===== src/rtl/tmr_pkg.sv =====
// Shared types and helpers for the triple-modular-redundancy voter.
package tmr_pkg;

    localparam int N_LANES = 3;

    typedef enum logic [1:0] {
        LANE_OK      = 2'd0,
        LANE_SUSPECT = 2'd1,
        LANE_FAULTED = 2'd2
    } lane_state_t;

    // Single-bit two-out-of-three majority.
    function automatic logic maj3(input logic a, input logic b, input logic c);
        return (a & b) | (a & c) | (b & c);
    endfunction

endpackage


===== src/rtl/tmr_lane_health.sv =====
// Per-lane health tracker: OK/SUSPECT/FAULTED state with a mismatch streak,
// plus a saturating mismatch counter. The parent arbitrates entry into
// FAULTED through i_grant so that only one lane retires per cycle.
module tmr_lane_health
    import tmr_pkg::*;
#(
    parameter int FAULT_THRESH = 4,
    parameter int CNT_W        = 16
) (
    input  logic             clk,
    input  logic             rst,
    input  logic             i_valid,
    input  logic             i_mismatch,
    input  logic             i_clr_faults,
    input  logic             i_clr_counts,
    input  logic             i_grant,
    output logic             o_fault_req,
    output lane_state_t      o_state,
    output logic [CNT_W-1:0] o_err_cnt
);

    localparam logic [8:0] THRESH9   = 9'(FAULT_THRESH);
    localparam logic [7:0] THRESH8   = 8'(FAULT_THRESH);
    localparam logic [7:0] THRESH_M1 = 8'(FAULT_THRESH - 1);

    lane_state_t      r_state;
    lane_state_t      w_state_nxt;
    logic [7:0]       r_streak;
    logic [7:0]       w_streak_nxt;
    logic [8:0]       w_streak_inc;
    logic             w_fault_req;
    logic [CNT_W-1:0] r_cnt;

    // OK always carries streak 0, so one increment covers both OK and SUSPECT.
    assign w_streak_inc = {1'b0, r_streak} + 9'd1;
    assign w_fault_req  = i_valid & i_mismatch & (r_state != LANE_FAULTED)
                        & (w_streak_inc >= THRESH9);

    // State and streak registers.
    always_ff @(posedge clk) begin
        if (rst) begin
            r_state  <= LANE_OK;
            r_streak <= 8'd0;
        end else begin
            r_state  <= w_state_nxt;
            r_streak <= w_streak_nxt;
        end
    end

    // Next-state logic; a lane denied the grant parks one step short of the threshold.
    always_comb begin
        w_state_nxt  = r_state;
        w_streak_nxt = r_streak;
        if (i_clr_faults) begin
            w_state_nxt  = LANE_OK;
            w_streak_nxt = 8'd0;
        end else if (i_valid && (r_state != LANE_FAULTED)) begin
            if (i_mismatch) begin
                if (w_fault_req) begin
                    if (i_grant) begin
                        w_state_nxt  = LANE_FAULTED;
                        w_streak_nxt = THRESH8;
                    end else begin
                        w_state_nxt  = LANE_SUSPECT;
                        w_streak_nxt = THRESH_M1;
                    end
                end else begin
                    w_state_nxt  = LANE_SUSPECT;
                    w_streak_nxt = w_streak_inc[7:0];
                end
            end else begin
                w_state_nxt  = LANE_OK;
                w_streak_nxt = 8'd0;
            end
        end
    end

    // Saturating mismatch counter; clear beats increment.
    always_ff @(posedge clk) begin
        if (rst || i_clr_counts) begin
            r_cnt <= '0;
        end else if (i_valid && i_mismatch && (r_state != LANE_FAULTED) && (r_cnt != '1)) begin
            r_cnt <= r_cnt + CNT_W'(1);
        end
    end

    assign o_fault_req = w_fault_req;
    assign o_state     = r_state;
    assign o_err_cnt   = r_cnt;

endmodule


===== src/rtl/tmr_voter.sv =====
// Majority voter for three ALU lanes with per-lane health tracking.
// Handshake: a word presented with in_valid=1 on a rising edge appears on
// result/carry_out with out_valid=1 exactly one edge later; there is no
// backpressure. While out_valid=0 the data outputs hold and the error flags
// are low.
module tmr_voter
    import tmr_pkg::*;
#(
    parameter int W            = 32,
    parameter int FAULT_THRESH = 4,
    parameter int CNT_W        = 16
) (
    input  logic             clk,
    input  logic             rst,
    input  logic             in_valid,
    input  logic [W-1:0]     r0,
    input  logic [W-1:0]     r1,
    input  logic [W-1:0]     r2,
    input  logic             c0,
    input  logic             c1,
    input  logic             c2,
    input  logic             clr_counts,
    input  logic             clr_faults,
    output logic             out_valid,
    output logic [W-1:0]     result,
    output logic             carry_out,
    output logic             err_detect,
    output logic             err_uncorr,
    output logic [2:0]       lane_fault,
    output logic [CNT_W-1:0] err_cnt0,
    output logic [CNT_W-1:0] err_cnt1,
    output logic [CNT_W-1:0] err_cnt2
);

    localparam int VW = W + 1;

    logic [VW-1:0]      w_word [N_LANES];
    lane_state_t        w_state [N_LANES];
    logic [CNT_W-1:0]   w_cnt [N_LANES];
    logic [N_LANES-1:0] w_healthy;
    logic [N_LANES-1:0] w_mismatch;
    logic [N_LANES-1:0] w_req;
    logic [N_LANES-1:0] w_grant;
    logic               w_multi;
    logic [VW-1:0]      w_vote;
    logic               w_uncorr;

    logic               r_out_valid;
    logic [VW-1:0]      r_word;
    logic               r_err_detect;
    logic               r_err_uncorr;

    assign w_word[0] = {c0, r0};
    assign w_word[1] = {c1, r1};
    assign w_word[2] = {c2, r2};

    // Mismatches only mean something when at least two lanes are still trusted.
    assign w_multi = maj3(w_healthy[0], w_healthy[1], w_healthy[2]);

    // Pick the output word according to which lanes are still healthy.
    always_comb begin
        w_vote   = '0;
        w_uncorr = 1'b0;
        case (w_healthy)
            3'b111: begin
                for (int b = 0; b < VW; b++) begin
                    w_vote[b] = maj3(w_word[0][b], w_word[1][b], w_word[2][b]);
                end
                w_uncorr = (w_word[0] != w_word[1]) && (w_word[0] != w_word[2])
                        && (w_word[1] != w_word[2]);
            end
            3'b011: begin
                w_vote   = w_word[0];
                w_uncorr = (w_word[0] != w_word[1]);
            end
            3'b101: begin
                w_vote   = w_word[0];
                w_uncorr = (w_word[0] != w_word[2]);
            end
            3'b110: begin
                w_vote   = w_word[1];
                w_uncorr = (w_word[1] != w_word[2]);
            end
            3'b010: begin
                w_vote   = w_word[1];
                w_uncorr = 1'b1;
            end
            3'b100: begin
                w_vote   = w_word[2];
                w_uncorr = 1'b1;
            end
            default: begin
                w_vote   = w_word[0];
                w_uncorr = 1'b1;
            end
        endcase
    end

    // Per-lane disagreement with the chosen word.
    always_comb begin
        w_mismatch = '0;
        for (int k = 0; k < N_LANES; k++) begin
            w_mismatch[k] = in_valid & w_healthy[k] & w_multi & (w_word[k] != w_vote);
        end
    end

    // Lowest-index lane wins when several hit the threshold together.
    assign w_grant[0] = w_req[0];
    assign w_grant[1] = w_req[1] & ~w_req[0];
    assign w_grant[2] = w_req[2] & ~w_req[0] & ~w_req[1];

    for (genvar g = 0; g < N_LANES; g++) begin : g_lane
        tmr_lane_health #(
            .FAULT_THRESH (FAULT_THRESH),
            .CNT_W        (CNT_W)
        ) u_health (
            .clk          (clk),
            .rst          (rst),
            .i_valid      (in_valid),
            .i_mismatch   (w_mismatch[g]),
            .i_clr_faults (clr_faults),
            .i_clr_counts (clr_counts),
            .i_grant      (w_grant[g]),
            .o_fault_req  (w_req[g]),
            .o_state      (w_state[g]),
            .o_err_cnt    (w_cnt[g])
        );
        assign w_healthy[g] = (w_state[g] != LANE_FAULTED);
    end

    // Output register stage; data holds across idle cycles.
    always_ff @(posedge clk) begin
        if (rst) begin
            r_out_valid  <= 1'b0;
            r_word       <= '0;
            r_err_detect <= 1'b0;
            r_err_uncorr <= 1'b0;
        end else begin
            r_out_valid  <= in_valid;
            if (in_valid) begin
                r_word <= w_vote;
            end
            r_err_detect <= |w_mismatch;
            r_err_uncorr <= in_valid & w_uncorr;
        end
    end

    assign out_valid  = r_out_valid;
    assign result     = r_word[W-1:0];
    assign carry_out  = r_word[W];
    assign err_detect = r_err_detect;
    assign err_uncorr = r_err_uncorr;
    assign lane_fault = ~w_healthy;
    assign err_cnt0   = w_cnt[0];
    assign err_cnt1   = w_cnt[1];
    assign err_cnt2   = w_cnt[2];

endmodule

===== config.mk =====
export PLATFORM = sky130hd
export DESIGN_NAME = tmr_voter
export DESIGN_NICKNAME = d
export VERILOG_FILES = /design/src/rtl/tmr_pkg.sv /design/src/rtl/tmr_lane_health.sv /design/src/rtl/tmr_voter.sv
export SDC_FILE = /design/constraint.sdc
export NUM_CORES = 1
export LEC_CHECK = 0
export CORE_AREA = 2 2 106 210
export CTS_BUF_LIST = sky130_fd_sc_hd__clkbuf_2 sky130_fd_sc_hd__clkbuf_4 sky130_fd_sc_hd__clkbuf_8
export DETAILED_ROUTE_END_ITERATION = 10
export DIE_AREA = 0 0 108 212
export PLACE_DENSITY = 0.68
export SLEW_MARGIN = 5
export SYNTH_ARGS = -nofsm -noshare
export SYNTH_HDL_FRONTEND = slang
export SYNTH_HIERARCHICAL = 1
export SYNTH_SLANG_ARGS = --single-unit
export TNS_END_PERCENT = 20

===== constraint.sdc =====
create_clock -name clk -period 10 [get_ports clk]
set_input_delay 2 -clock clk [delete_from_list [all_inputs] [get_ports clk]]
set_output_delay 2 -clock clk [all_outputs]
set_load 0.01 [all_outputs]

==> impl_metrics.env, run 1 <==
export IMPL_status="completed"
export IMPL_endpoint_kind="register"
export IMPL_r2r_cells=15
export IMPL_report_final_slew_viol_count=0
export IMPL_setup_ws_ps=3864
export IMPL_std_cell_rows=76
export IMPL_syn_nets=1290
export IMPL_hold_buffers=0
export IMPL_grt_max_degree=78
export IMPL_fin_crit_sh=0.6136
export IMPL_startpoint_type="input port"
export IMPL_crit_fanout=5
export IMPL_hold_class="reg2reg"
export IMPL_final_area_um2=11410
export IMPL_hold_viol=0
export IMPL_drt_wirelength_per_cell_um=24.21
export IMPL_numPortBuffers=190
export IMPL_yosys_most_used_dff="dfxtp_1"
export IMPL_maxCapViolCount=0
export IMPL_hpwlAfterDp_mm=28.88
export IMPL_synth_top_area_share=0.2539
export IMPL_avgSynthCellArea_um2=8.337
export IMPL_grtUsageTotal=0.3223
export IMPL_whs_ps=464.8
export IMPL_core_um2=21400
export IMPL_via_per_inst=6.178
export IMPL_clockBufferDepth=2
export IMPL_grt_pass1_vias=9316
export IMPL_peakVddDrop_mv=0.1028
export IMPL_required_ps=10340
export IMPL_vias=9440
export IMPL_area_growth_pct=26.91
export IMPL_r2r_end="g_lane[2].u_health/r_streak[0]"
export IMPL_clkLatencyLatePin_ps=460
export IMPL_cp_startpoint="r0[21]"
export IMPL_cts_tree="built"
export IMPL_p_per_area_nw_per_um2=109.8
export IMPL_placed_cells=1496
export IMPL_tns_ps=0
export IMPL_dpl_instance_area_um2=10990
export IMPL_cts_buffers=17
export IMPL_finalNonFillerCells=1528
export IMPL_synthTopCellsByCount="nor2_1, dfxtp_1, ha_1"
export IMPL_p_leak_nw=4.226
export IMPL_worst_pin_slew_ps=1036
export IMPL_htreeDepth=4
export IMPL_utilization=0.5331
export IMPL_whs_path_depth=1
export IMPL_r2r_start="g_lane[1].u_health/o_state[1]"
export IMPL_die_area_um2=22900
export IMPL_rsz0062_at_grt="false"
export IMPL_ys_ff_latch=114
export IMPL_cts_sinks=114
export IMPL_synth_seq_area_share=0.2539
export IMPL_antenna_found_initial=0
export IMPL_gp_congestion=1.059
export IMPL_cts_clk_slew_worst_paths_ps=70
export IMPL_synth_edff_count=0
export IMPL_firstDrtPassIters=5
export IMPL_n_antenna_cell=0
export IMPL_fin_nets=1454
export IMPL_worstSetupPathType="in2reg"
export IMPL_synthCells=1078
export IMPL_netlist_cell_type_count=67
export IMPL_fmax_mhz=163.0
export IMPL_routed_wl_mm=36.99
export IMPL_regToRegSetupSlack_ps=4250
export IMPL_skew_ps=10.20
export IMPL_slew_headroom=0.3027
export IMPL_cts_setup_buffers=0
export IMPL_grt_overflow_total=0
export IMPL_power_mw=1.252
export IMPL_grt_pass1_wl_mm=54.43
export IMPL_ys_top_cells_by_area="dfxtp_1, ha_1, xnor2_1"
export IMPL_synth_most_common_cell="nor2_1"
export IMPL_crit_arrival_ps=6470
export IMPL_start_util=0.4201
export IMPL_drc=0
export IMPL_num_io_pins=191
export IMPL_die_h_um=212
export IMPL_post_route_min_period_ps=6136
export IMPL_die_x_um=108
export IMPL_cts_root_buffer="clkbuf_8"
export IMPL_cp_endpoint="g_lane[2].u_health/r_streak[0]"
export IMPL_setup_viol=0
export IMPL_ys_warnings_count=6
export IMPL_syn_area_um2=8987
export IMPL_drive_gt1_frac=0.06693
export IMPL_post_cts_resized=0
export IMPL_dp_worst_setup_slack_ps=3503
export IMPL_synth_top_area_cell="dfxtp_1"
export IMPL_antenna_left=0
export IMPL_drt_iter0_drc=716
export IMPL_synthArstFlopShare=0
==> worst min-delay path by stage <==
stage,end,start,slack [ps]
2_1_floorplan,g_lane[0].u_health/r_streak[7],g_lane[0].u_health/r_streak[7],420
3_3_place_gp,g_lane[2].u_health/r_streak[7],g_lane[2].u_health/r_streak[7],430
3_5_place_dp,g_lane[1].u_health/r_streak[7],g_lane[1].u_health/r_streak[7],440
4_1_cts,g_lane[2].u_health/r_streak[7],g_lane[2].u_health/r_streak[7],460
5_1_grt,g_lane[2].u_health/r_streak[7],g_lane[2].u_health/r_streak[7],470
6_report,g_lane[2].u_health/r_streak[7],g_lane[2].u_health/r_streak[7],460
==> sequential cells by signal, indices dropped and copies added, names as in the netlist <==
name / flops
out_valid: 1
g_lane.u_health/o_err_cnt: 48
g_lane.u_health/o_state: 6
r_word: 33
err_uncorr: 1
g_lane.u_health/r_streak: 24
err_detect: 1
==> cells in the final DEF (no fill, tap or decap), types with 6 or more instances in the layout <==
cell type and n:
o2111ai_1 26, or2_2 8, ha_1 108, or3_1 19, o21ai_0 23, or4_1 30, and4_1 6, nand2_1 39
a22oi_1 12, inv_1 22, o211ai_1 9, a31oi_1 6, xor2_1 40, mux2i_1 13, a21oi_1 24, nor4_1 39
nand3_1 35, nor2_1 137, and2_1 15, and3_2 9, o21a_1 7, xnor2_1 60, clkbuf_8 20, nor3_1 63
clkdlybuf4s50_1 190, buf_4 6, o31ai_1 7, nand4_1 58, and3_1 6, o221ai_1 12, o22ai_1 11, dfxtp_1 114
==> kinds of logic after synthesis <==
logic type | synth area share
AO/OA/AOI/OAI | 0.1364
XOR/XNOR | 0.09745
multiplexers | 0.01824
adder cells (fa/ha/maj) | 0.1516
flip-flops | 0.2539
AND/OR/NAND/NOR | 0.3004
buffers and inverters | 0.04190
==> metal layers <==
metal / share of wire / vias to the layer above / track usage / wire length (µm)
met5: 0 / - / 0 / 0
met4: 0.093 / 0 / 0.2666 / 3454
met3: 0.059 / 128 / 0.06376 / 2181
met2: 0.51 / 400 / 0.5801 / 19030
met1: 0.33 / 4484 / 0.3073 / 12320
li1: - / 4428 / - / -
==> layout make-up <==
class                           instances  area [µm²]
Clock buffer                           22       290.3
Clock inverter                         10       123.9
Fill cell                            2086        9990
Inverter                               24       92.59
Multi-Input combinational cell        889        6329
Sequential cell                       114        2282
Tap cell                              273       341.6
Timing Repair Buffer                  196        1947
==> power breakdown <==
group	total, mW	switching (mW)	internal (mW)
Clock	0.458	0.208	0.249
Combinational	0.322	0.183	0.139
Sequential	0.473	0.00722	0.466
Total	1.25	0.398	0.854
==> worst max-delay path, cell delays in order <==
cell             delay [ps]
clkdlybuf4s50_1         570
ha_1                    280
nor3_1                  200
nand4_1                 140
nand3_1                 280
o22ai_1                 120
or4_1                   550
or4_1                   580
a2111oi_0               650
a211oi_1                200
nand3_1                 220
nor2_1                  110
nor3b_1                 260
o21a_1                  210
o31ai_1                  90
No activity file was read; power rests on OpenSTA's default activity.
==> run 2: changes to the inputs <==
--- a/config.mk
+++ b/config.mk
@@ -9,7 +9,7 @@
 export CTS_BUF_LIST = sky130_fd_sc_hd__clkbuf_2 sky130_fd_sc_hd__clkbuf_4 sky130_fd_sc_hd__clkbuf_8
 export DETAILED_ROUTE_END_ITERATION = 10
 export DIE_AREA = 0 0 108 212
-export PLACE_DENSITY = 0.68
+export PLACE_DENSITY = 0.71
 export SLEW_MARGIN = 5
 export SYNTH_ARGS = -nofsm -noshare
 export SYNTH_HDL_FRONTEND = slang
==> constraint.sdc (replaced) <==
create_clock -name clk -period 5.02 [get_ports clk]
set_input_delay 1.004 -clock clk [delete_from_list [all_inputs] [get_ports clk]]
set_output_delay 1.004 -clock clk [all_outputs]
set_load 0.01 [all_outputs]
==> run 2 against run 1 <==
Against the previous run:
- sequential power is 99% higher
- worst setup slack worse by 3700 ps
- register-to-register slack worse by 4000 ps
- final cell count is 7.1% higher
- sequential share of layout area is 1.3 points lower
- global-route usage is 1.2 points higher
- worst hold slack worse by 7.2 ps
- critical path depth stayed put
- non-clock buffer count is 108 higher
- clock-buffer cell count stayed put
- combinational power is 120% higher
- critical path type unchanged
==> impl_metrics.env, run 2 (synthesis results as in run 1) <==
export IMPL_status="completed"
export IMPL_grt_max_degree=77
export IMPL_worstSetupPathType="in2reg"
export IMPL_grtUsageTotal=0.3346
export IMPL_cts_sinks=114
export IMPL_worst_pin_slew_ps=1228
export IMPL_skew_ps=16.03
export IMPL_crit_arrival_ps=5220
export IMPL_antenna_left=0
export IMPL_utilization=0.5708
export IMPL_drt_wirelength_per_cell_um=23.49
export IMPL_p_leak_nw=4.746
export IMPL_required_ps=5380
export IMPL_power_frac_clock=0.347
export IMPL_peakVddDrop_mv=0.2129
export IMPL_cp_startpoint="r1[8]"
export IMPL_drc=0
export IMPL_cts_tree="built"
export IMPL_layout_commonest_cell="clkdlybuf4s50_1"
export IMPL_combPwrFrac=0.282
export IMPL_placed_cells=1604
export IMPL_fmax_mhz=205.9
export IMPL_report_final_slew_viol_count=0
export IMPL_largest_reg_flops=48
export IMPL_vias=9967
export IMPL_firstDrtPassIters=6
export IMPL_hpwlAfterDp_mm=30.64
export IMPL_area_growth_pct=35.88
export IMPL_cts_clk_slew_worst_paths_ps=70
export IMPL_start_util=0.4201
export IMPL_drt_iter0_drc=558
export IMPL_core_um2=21400
export IMPL_htreeDepth=4
export IMPL_final_area_um2=12210
export IMPL_cts_root_buffer="clkbuf_8"
export IMPL_setup_viol=0
export IMPL_antenna_found_initial=3
export IMPL_fillerInstances=2012
export IMPL_layout_common_cells="clkdlybuf4s50_1, nor2_1, dfxtp_1"
export IMPL_startpoint_type="input port"
export IMPL_whs_ps=457.7
export IMPL_r2r_start="g_lane[1].u_health/o_state[0]"
export IMPL_routed_wl_mm=38.45
export IMPL_crit_fanout=5
export IMPL_dpl_instance_area_um2=11820
export IMPL_drive_gt1_frac=0.1402
export IMPL_tns_ps=0
export IMPL_slew_headroom=0.1786
export IMPL_endpoint_kind="register"
export IMPL_gp_congestion=1.071
export IMPL_maxCapViolCount=0
export IMPL_grt_pass1_vias=9897
export IMPL_post_cts_resized=0
export IMPL_via_per_inst=6.089
export IMPL_num_io_pins=191
export IMPL_p_per_area_nw_per_um2=207.6
export IMPL_std_cell_rows=76
export IMPL_rsz0062_at_grt="false"
export IMPL_die_h_um=212
export IMPL_hold_class="reg2reg"
export IMPL_cts_buffers=17
export IMPL_die_x_um=108
export IMPL_finalNonFillerCells=1637
export IMPL_hold_viol=0
export IMPL_grt_pass1_wl_mm=56.48
export IMPL_clockBufferDepth=2
export IMPL_grt_overflow_total=0
export IMPL_p_sw_frac=0.3125
export IMPL_post_route_min_period_ps=4856
export IMPL_hold_buffers=0
export IMPL_p_sw_mw=0.7924
export IMPL_clkLatencyLatePin_ps=460
export IMPL_p_int_mw=1.743
export IMPL_fin_crit_sh=0.9673
export IMPL_pwr_share_seq=0.372
export IMPL_cts_setup_buffers=0
export IMPL_die_area_um2=22900
export IMPL_numPortBuffers=190
export IMPL_fin_nets=1562
export IMPL_hold_path_startpoint="g_lane[2].u_health/r_streak[7]"
[run 2: cell types whose count changed in the layout (fill, tap and decap cells not counted), moves of 2 or more]
| cell | change |
|---|---|
| buf_4 | +107 |
| diode_2 | +2 |
| inv_6 | -3 |
| clkinv_2 | +2 |
[run 2: power by group through the flow]
stage	registers, mW	clock network [mW]	logic, mW
after global routing	0.944	0.941	0.754
final	0.942	0.879	0.714
after detailed placement	0.963	0	0.695
after CTS	0.942	0.896	0.700
after global placement	0.962	0	0.695
after floorplan	0.970	0	0.286
[run 2: critical path, cell delays in order]
cell	delay, ps
clkdlybuf4s50_1	470
ha_1	230
nor3_1	200
nand4_1	160
o2111ai_2	130
xnor2_1	160
or4_1	530
or4b_1	640
or4b_1	600
o2111a_1	320
nand3_1	170
nor2_1	70
nor3b_1	140
o21a_1	150
o31ai_1	250
[run 2: cell type report]
| cell class | instances | area [µm²] | area share |
|---|---|---|---|
| Multi-Input combinational cell | 889 | 6329 | 0.5182 |
| Timing Repair Buffer | 304 | 2770 | 0.2268 |
| Sequential cell | 114 | 2282 | 0.1869 |
| Tap cell | 273 | 341.6 | 0.02797 |
| Clock buffer | 22 | 284.0 | 0.02326 |
| Clock inverter | 9 | 107.6 | 0.008811 |
| Inverter | 24 | 92.59 | 0.007582 |
| Antenna cell | 2 | 5.005 | 0.0004098 |
[run 2: metal layers]
layer / vias to the layer above / global-route usage / part of all wire
li1: 4636 / - / -
met1: 4689 / 0.3199 / 0.33
met2: 482 / 0.5990 / 0.51
met3: 158 / 0.06468 / 0.063
met4: 2 / 0.2834 / 0.097
met5: - / 0 / 0.00039
[run 2: worst paths after layout]
path | endpoint | slack, ps | cells past startpoint
worst max register to register | g_lane[2].u_health/r_streak[1] | 220 | 13
worst max-delay path | g_lane[2].u_health/r_streak[1] | 160 | 15
worst min register to register | g_lane[2].u_health/r_streak[7] | 460 | 1
worst min-delay path | g_lane[2].u_health/r_streak[7] | 460 | 1
[run 2: metrics by stage]
step                total power, mW  setup WS, ps
global placement              1.657        -192.5
global route                  2.639         34.37
CTS                           2.539         271.0
detailed placement            1.658        -190.7
floorplan                     1.256         748.2
finish                        2.535         164.4
